## src/rtl/sq_sum_terms_pipe.sv

```systemverilog
// sq_sum_terms_pipe
// -----------------
// Pipelined multi-operand summation for the MSU squaring datapath. Each
// accepted beat carries NumTerms unsigned column terms. The terms are
// registered, reduced by a zero-padded binary adder tree with a register
// stage after every LevelsPerStage levels, and then folded into an
// accumulator. A beat with last_i set closes its group and publishes the
// group sum together with a sticky wrap flag.
//
// Ports
//   clk_i       clock
//   rst_ni      synchronous active-low reset
//   terms_i     NumTerms x TermBits input terms
//   valid_i     input beat valid
//   last_i      input beat closes the current accumulation group
//   ready_o     input beat accepted when valid_i && ready_o
//   sum_o       group sum (modulo 2^SumBits)
//   overflow_o  group sum wrapped at least once, qualified by valid_o
//   valid_o     result valid
//   ready_i     downstream accepts the result
//
// Handshake: a transfer happens on a rising edge where valid and ready are
// both high. valid_o/sum_o/overflow_o never change while valid_o=1 and
// ready_i=0. The whole pipeline advances on one shared enable
// (en = !valid_o || ready_i), and ready_o is that enable, so the pipeline
// freezes as a unit under backpressure and no beat is dropped or repeated.
module sq_sum_terms_pipe #(
  parameter int unsigned NumTerms       = 16,
  parameter int unsigned TermBits       = 32,
  parameter int unsigned SumBits        = 40,
  parameter int unsigned LevelsPerStage = 2
) (
  input  logic                clk_i,
  input  logic                rst_ni,
  input  logic [TermBits-1:0] terms_i [NumTerms],
  input  logic                valid_i,
  input  logic                last_i,
  output logic                ready_o,
  output logic [SumBits-1:0]  sum_o,
  output logic                overflow_o,
  output logic                valid_o,
  input  logic                ready_i
);

  localparam int unsigned Levels = $clog2(NumTerms);
  localparam int unsigned Leaves = 1 << Levels;
  localparam int unsigned Stages = (Levels + LevelsPerStage - 1) / LevelsPerStage;

  // Parameter sanity checks at elaboration time.
  if (NumTerms < 2) begin : g_err_terms
    $error("sq_sum_terms_pipe: NumTerms must be at least 2");
  end
  if (SumBits < TermBits + $clog2(NumTerms)) begin : g_err_width
    $error("sq_sum_terms_pipe: SumBits too narrow for a tree sum without overflow");
  end
  if ((LevelsPerStage < 1) || (LevelsPerStage > Levels)) begin : g_err_lps
    $error("sq_sum_terms_pipe: LevelsPerStage must be in 1..Levels");
  end

  logic en_w;
  assign en_w    = !valid_o || ready_i;
  assign ready_o = en_w;

  // node_w[l] is the combinational output of tree level l (level 0 are the
  // zero-extended leaves); src_w[l] is what level l+1 consumes, i.e. the
  // registered copy where level l ends a pipeline stage.
  logic [SumBits-1:0] node_w [Levels+1][Leaves];
  logic [SumBits-1:0] src_w  [Levels+1][Leaves];

  for (genvar l = 0; l <= Levels; l++) begin : g_lvl
    // Level 0 is the input register; after that a register closes every
    // LevelsPerStage levels, and the final level always ends in a register.
    localparam bit IsReg = ((l % LevelsPerStage) == 0) || (l == Levels);
    for (genvar i = 0; i < Leaves; i++) begin : g_node
      if (i < (Leaves >> l)) begin : g_live
        if (l == 0) begin : g_leaf
          if (i < NumTerms) begin : g_term
            assign node_w[l][i] = SumBits'(terms_i[i]);
          end else begin : g_pad
            assign node_w[l][i] = '0;
          end
        end else begin : g_add
          assign node_w[l][i] = src_w[l-1][2*i] + src_w[l-1][2*i+1];
        end
        if (IsReg) begin : g_reg
          logic [SumBits-1:0] node_q;
          // Data needs no reset: it is only consumed when its valid bit is set.
          always_ff @(posedge clk_i) begin
            if (en_w) begin
              node_q <= node_w[l][i];
            end
          end
          assign src_w[l][i] = node_q;
        end else begin : g_comb
          assign src_w[l][i] = node_w[l][i];
        end
      end else begin : g_dead
        assign node_w[l][i] = '0;
        assign src_w[l][i]  = '0;
      end
    end
  end

  // Valid/last shadow of the data registers: index 0 is the input register,
  // index Stages is the tree output register.
  logic [Stages:0] vld_q;
  logic [Stages:0] lst_q;

  always_ff @(posedge clk_i) begin
    if (!rst_ni) begin
      vld_q <= '0;
      lst_q <= '0;
    end else if (en_w) begin
      vld_q <= {vld_q[Stages-1:0], valid_i};
      lst_q <= {lst_q[Stages-1:0], last_i};
    end
  end

  logic               tree_vld_w;
  logic               tree_lst_w;
  logic [SumBits-1:0] tree_w;
  assign tree_vld_w = vld_q[Stages];
  assign tree_lst_w = lst_q[Stages];
  assign tree_w     = src_w[Levels][0];

  // Accumulator and result registers.
  logic [SumBits-1:0] acc_q, acc_d;
  logic               ovf_q, ovf_d;
  logic               first_q, first_d;
  logic [SumBits-1:0] sum_q, sum_d;
  logic               ovfo_q, ovfo_d;
  logic               valid_q, valid_d;

  logic [SumBits-1:0] base_w;
  logic [SumBits:0]   add_w;
  logic               novf_w;

  always_comb begin
    // The first beat of a group starts from zero regardless of acc_q/ovf_q.
    base_w = first_q ? '0 : acc_q;
    add_w  = {1'b0, base_w} + {1'b0, tree_w};
    novf_w = (!first_q && ovf_q) || add_w[SumBits];
  end

  always_comb begin
    acc_d   = acc_q;
    ovf_d   = ovf_q;
    first_d = first_q;
    sum_d   = sum_q;
    ovfo_d  = ovfo_q;
    valid_d = valid_q;
    if (en_w) begin
      // With en high any previous result was consumed or never there.
      valid_d = 1'b0;
      if (tree_vld_w) begin
        if (tree_lst_w) begin
          sum_d   = add_w[SumBits-1:0];
          ovfo_d  = novf_w;
          valid_d = 1'b1;
          first_d = 1'b1;
          acc_d   = '0;
          ovf_d   = 1'b0;
        end else begin
          acc_d   = add_w[SumBits-1:0];
          ovf_d   = novf_w;
          first_d = 1'b0;
        end
      end
    end
  end

  always_ff @(posedge clk_i) begin
    if (!rst_ni) begin
      acc_q   <= '0;
      ovf_q   <= 1'b0;
      first_q <= 1'b1;
      sum_q   <= '0;
      ovfo_q  <= 1'b0;
      valid_q <= 1'b0;
    end else begin
      acc_q   <= acc_d;
      ovf_q   <= ovf_d;
      first_q <= first_d;
      sum_q   <= sum_d;
      ovfo_q  <= ovfo_d;
      valid_q <= valid_d;
    end
  end

  assign sum_o      = sum_q;
  assign overflow_o = ovfo_q;
  assign valid_o    = valid_q;

endmodule

```

## config.mk

```make
export PLATFORM = sky130hd
export DESIGN_NAME = sq_sum_terms_pipe
export DESIGN_NICKNAME = d
export VERILOG_FILES = /design/src/rtl/sq_sum_terms_pipe.sv
export SDC_FILE = /design/constraint.sdc
export NUM_CORES = 2
export LEC_CHECK = 0
export CAP_MARGIN = 20
export CORE_MARGIN = 10
export CORE_UTILIZATION = 61
export DETAILED_ROUTE_END_ITERATION = 12
export GPL_ROUTABILITY_DRIVEN = 0
export GPL_TIMING_DRIVEN = 0
export PLACE_DENSITY = 0.95
export SLEW_MARGIN = 10
export SYNTH_ARGS = -nofsm -noshare
export SYNTH_HDL_FRONTEND = slang
export SYNTH_SLANG_ARGS = --single-unit
```

## constraint.sdc

```tcl
create_clock -name clk_i -period 58.3 [get_ports clk_i]
set_input_delay 17.49 -clock clk_i [delete_from_list [all_inputs] [get_ports clk_i]]
set_output_delay 17.49 -clock clk_i [all_outputs]
set_load 0.05 [all_outputs]
```

### Word level (Yosys, flattened, before mapping)

Cells that the tools add are included.

* add/sub/neg operators: 16
* multiplexer cells: 5
* reduce and logical (&&, ||, !) cells: 7

Operators by type and width (count)
* 32-bit by 32-bit adder with 33-bit output: 8
* 33-bit by 33-bit adder with 34-bit output: 4
* 40-bit adder: 3
* 40-bit 2-to-1 mux: 2
* 40-bit by 40-bit adder with 41-bit output: 1
* 1-bit 2-to-1 mux: 3
* 3-bit AND reduction: 1
* 1-bit logical NOT: 2
* 1-bit logical OR: 2
* 2-bit AND reduction: 1
* 1-bit logical AND: 1

* bits in registers: 802
* bits of input ports: 517
* output and inout bits: 43
* logic and storage cells: 57

### Depth between registers and ports, before layout

* word-level depth: 4
* gate-level depth with buffers: 16
* depth with buffers taken out: 16

### Worst setup path before layout

OpenSTA, ideal clock, no wires.

* kind: input to output
* from: input port ready_i
* to: output port ready_o
* data arrival time: 30.531 ns
* required time: 40.810 ns
* setup slack: 10.279 ns
* stages: 3
* buffers on the path: 1
* path through: nor2b_1 clkbuf_1 clkinv_1

* cells in the longest elaborated chain, start to end: 1

Ends and longest elaborated chain
* start, declared: line 42 `input logic ready_i`
* 1-bit logical OR: line 61 `assign en_w = !valid_o || ready_i;`
* end, declared: line 38 `output logic ready_o,`

No other way between the ends.

### Worst setup path after layout

Same ends and word-level chain as after synthesis.

==> out/results.txt <==
Run status - finished clean
Cell area after synthesis - 43200 um2
Final Skew - 0.0578 ns
Total congestion overflow after global routing - 0
Design Power - 2.99 mW
Fraction of final layout cells sized beyond drive strength 1 - 3.83%
I/O pin count - 560
Top fanout value on the critical path - 100
Leakage - 23.3 nW
Flip-flop cell with the highest count after synthesis - sky130_fd_sc_hd__edfxtp_1
Final count of pins violating max slew - 0
Synthesis-to-layout area growth - 22.5%
Number of buffers added to fix hold violations after cts - 0
Clock sinks - 774
Depth of the worst register-to-register path - 15
Number of setup violations in the final report - 0
Number of standard cells after synthesis - 3493
Register bit total from synthesis - 774
Worst slack at placement - 19.65 ns
Worst Path Required - 40.81 ns
Cell accounting for the most synthesized area - sky130_fd_sc_hd__edfxtp_1
Number of cells in the finished layout apart from fillers - 5187
Startpoint of the worst hold path - acc_q[28]
Tightest slew margin relative to the limit - 32.1%
Worst min-delay path class - reg2reg
Overall routed net length - 131000 um
Synth top cells by count - 798 x sky130_fd_sc_hd__inv_1, 684 x sky130_fd_sc_hd__edfxtp_1, 325 x sky130_fd_sc_hd__fa_1, 203 x sky130_fd_sc_hd__ha_1, 195 x sky130_fd_sc_hd__a21oi_1
End of the worst register-to-register path - g_lvl[2].g_node[1].g_live.g_reg.node_q[33]
Netlist cell types - 91
Worst reg2reg path startpoint - g_lvl[0].g_node[4].g_live.g_reg.node_q[1]
Setup TNS - 0 ns
Post-route clock period utilization - 66.4%
Postcts setup bufs - 0
Nets in the synthesized netlist - 4538
Vertical die dimension - 286 um
Wire length of the first global-routing pass - 193000 um
Number of gates resized after CTS - 0
FP Rows - 97
Gr usage total - 31.2%
CTS Root Buffer Type - sky130_fd_sc_hd__clkbuf_16
Highest ir drop seen on vdd - 0.0581 mV
Worst hold path stage count - 2
Mean area per synthesized cell - 12.4 um2
Crit path capture type - output pin
Area inside the core boundary - 70100 um2
Inserted Clock Buffers - 82
Final-stage net count - 5188
Async set-or-reset flop fraction in the synthesized netlist - 0%
WL/cell - 25.2 um
First-pass detailed-route iteration total - 8
Sort of element at the start of the critical path - input pin
Die footprint - 81800 um2
Final critical delay including setup and external delays - 38.71 ns
YS warnings - 0
End point of the most critical hold path - acc_q[28]
Crit path setup slack, layout - 19.59 ns
Post-DR vias/cell - 5.94
Initial standard-cell utilization of the core - 61.5%
Maximum clock frequency - 0.0258 GHz
Quantity of I/O buffers inserted on ports - 559
Reg2Reg Setup Slack - 52.88 ns
Via count of the first global-routing pass - 32700
Sequential fraction of the synthesis area - 51.8%
Crit path DAT - 21.22 ns
Dominant cells by area after synthesis - sky130_fd_sc_hd__edfxtp_1 48%, sky130_fd_sc_hd__fa_1 15%, sky130_fd_sc_hd__inv_1 6.9%
Antenna Nets Post-Route - 0
Total number of vias - 30800
Floorplan die width - 286 um
Latest clock arrival within the worst-skew pair - 0.67 ns
Post-detail-place hpwl - 94500 um
Final routed DRC violation total - 0
Count leader, synth - sky130_fd_sc_hd__inv_1
Clock-pin slew reported for the worst setup and hold paths after clock tree synthesis - 0.06 ns
Maxcap violations - 0
Largest net degree at the start of global routing - 101
Count of routing violations after the opening detailed-route iteration - 3120
Startpoint-to-endpoint class of the critical path - in2out
Worst hold slack across all endpoints - 0.457 ns
Clock tree from TritonCTS - done
Hold violation count in the final report - 0
Post-synth EDFFs - 684
Measured slew at the worst slew-check pin - 1.01 ns
Number of antenna violations at the first check in global routing - 42
Synth top area share - 47.6%
Power per cell area - 56.6 nW/um2
Unrepaired setup endpoints after global routing - false
Clock tree buffer depth - 3
H-tree depth - 3
Cell count after placement - 4999
[placed cells by master (no fill, tap or decap), drive strengths merged, types with 9 or more instances in the layout]
master / count
o211ai: 13
diode: 41
buf: 12
nand2b: 18
ha: 203
inv: 802
a22oi: 14
xnor2: 107
o21bai: 26
o31ai: 12
edfxtp: 684
o21a: 23
a21boi: 11
a21o: 129
a21oi: 197
a211o: 10
nor2: 103
nor2b: 74
nand2: 138
a211oi: 23
xor2: 63
clkbuf: 150
a31oi: 17
a22o: 48
nor4: 9
dfxtp: 90
nand4: 22
and2: 11
clkdlybuf4s50: 559
o21ai: 107
nor3: 24
clkinv: 34
and3: 16
nand3: 26
fa: 325
[cells by family (layout without fill, tap and decap cells)]
logic type	Yosys count	in the layout	share of synthesized area [%]
XOR/XNOR	170	170	3.45
multiplexers	2	2	0.0464
buffers and inverters	854	1567	7.59
adder cells (fa/ha/maj)	528	528	21.0
AND/OR/NAND/NOR	470	470	5.37
AO/OA/AOI/OAI	695	695	10.8
flip-flops	774	774	51.8
other	0	41	0
[worst max-delay path, stage by stage]
cell and delay, ns:
sky130_fd_sc_hd__clkdlybuf4s50_1 0.46, sky130_fd_sc_hd__nor2b_1 0.04, sky130_fd_sc_hd__clkbuf_1 0.21, sky130_fd_sc_hd__clkinv_4 0.59
sky130_fd_sc_hd__buf_16 0.47, sky130_fd_sc_hd__buf_16 0.43, sky130_fd_sc_hd__buf_16 0.37, sky130_fd_sc_hd__clkdlybuf4s50_1 0.90
[layout make-up]
type | instances | area (um2)
fill | 3915 | 17300
multi-input combinational | 1865 | 17500
clock buffer | 102 | 2150
antenna | 41 | 103
clock inverter | 45 | 505
tap | 940 | 1180
timing repair buffer | 566 | 5790
inverter | 799 | 3000
sequential | 774 | 22300
buffer | 55 | 275
[per-stage QoR]
stage	utilization (%)	area, um2
floorplan	-	43200
global placement	71.2	49900
detailed placement	71.5	50100
CTS	75.2	52800
global route	75.4	52900
finish	75.4	52900
[how the worst max path moves through the flow]
| stage | start | endpoint | slack, ns | cells past startpoint |
|---|---|---|---|---|
| 6_report | ready_i | ready_o | 19.59 | 8 |
| 3_3_place_gp | ready_i | ready_o | 0.54 | 5 |
| 5_1_grt | ready_i | ready_o | 19.46 | 8 |
| 2_1_floorplan | ready_i | ready_o | 10.28 | 3 |
| 4_1_cts | ready_i | ready_o | 19.63 | 8 |
| 3_5_place_dp | ready_i | ready_o | 19.65 | 8 |
[power by group]
group	internal [mW]	switching (mW)	leakage, nW
registers	0.779	0.0433	7.97
logic	0.673	0.971	14.1
clock network	0.299	0.228	1.29
total	1.75	1.24	23.3
[registers in the layout, summed over array words and instances, names as in the netlist]
signal,flops
acc_q,40
first_q,1
g_lvl.g_node.g_live.g_reg.node_q,684
lst_q,3
overflow_o,1
ovf_q,1
sum_o,40
valid_o,1
vld_q,3
[metal layers]
layer	up-vias	routed length (um)	GRT usage (%)
met2	2109	67100	55.5
li1	13100	-	-
met3	652	11100	6.89
met4	10	10900	21.9
met5	-	68	0
met1	14900	41500	32.6
(Power assumes the default switching activity.)
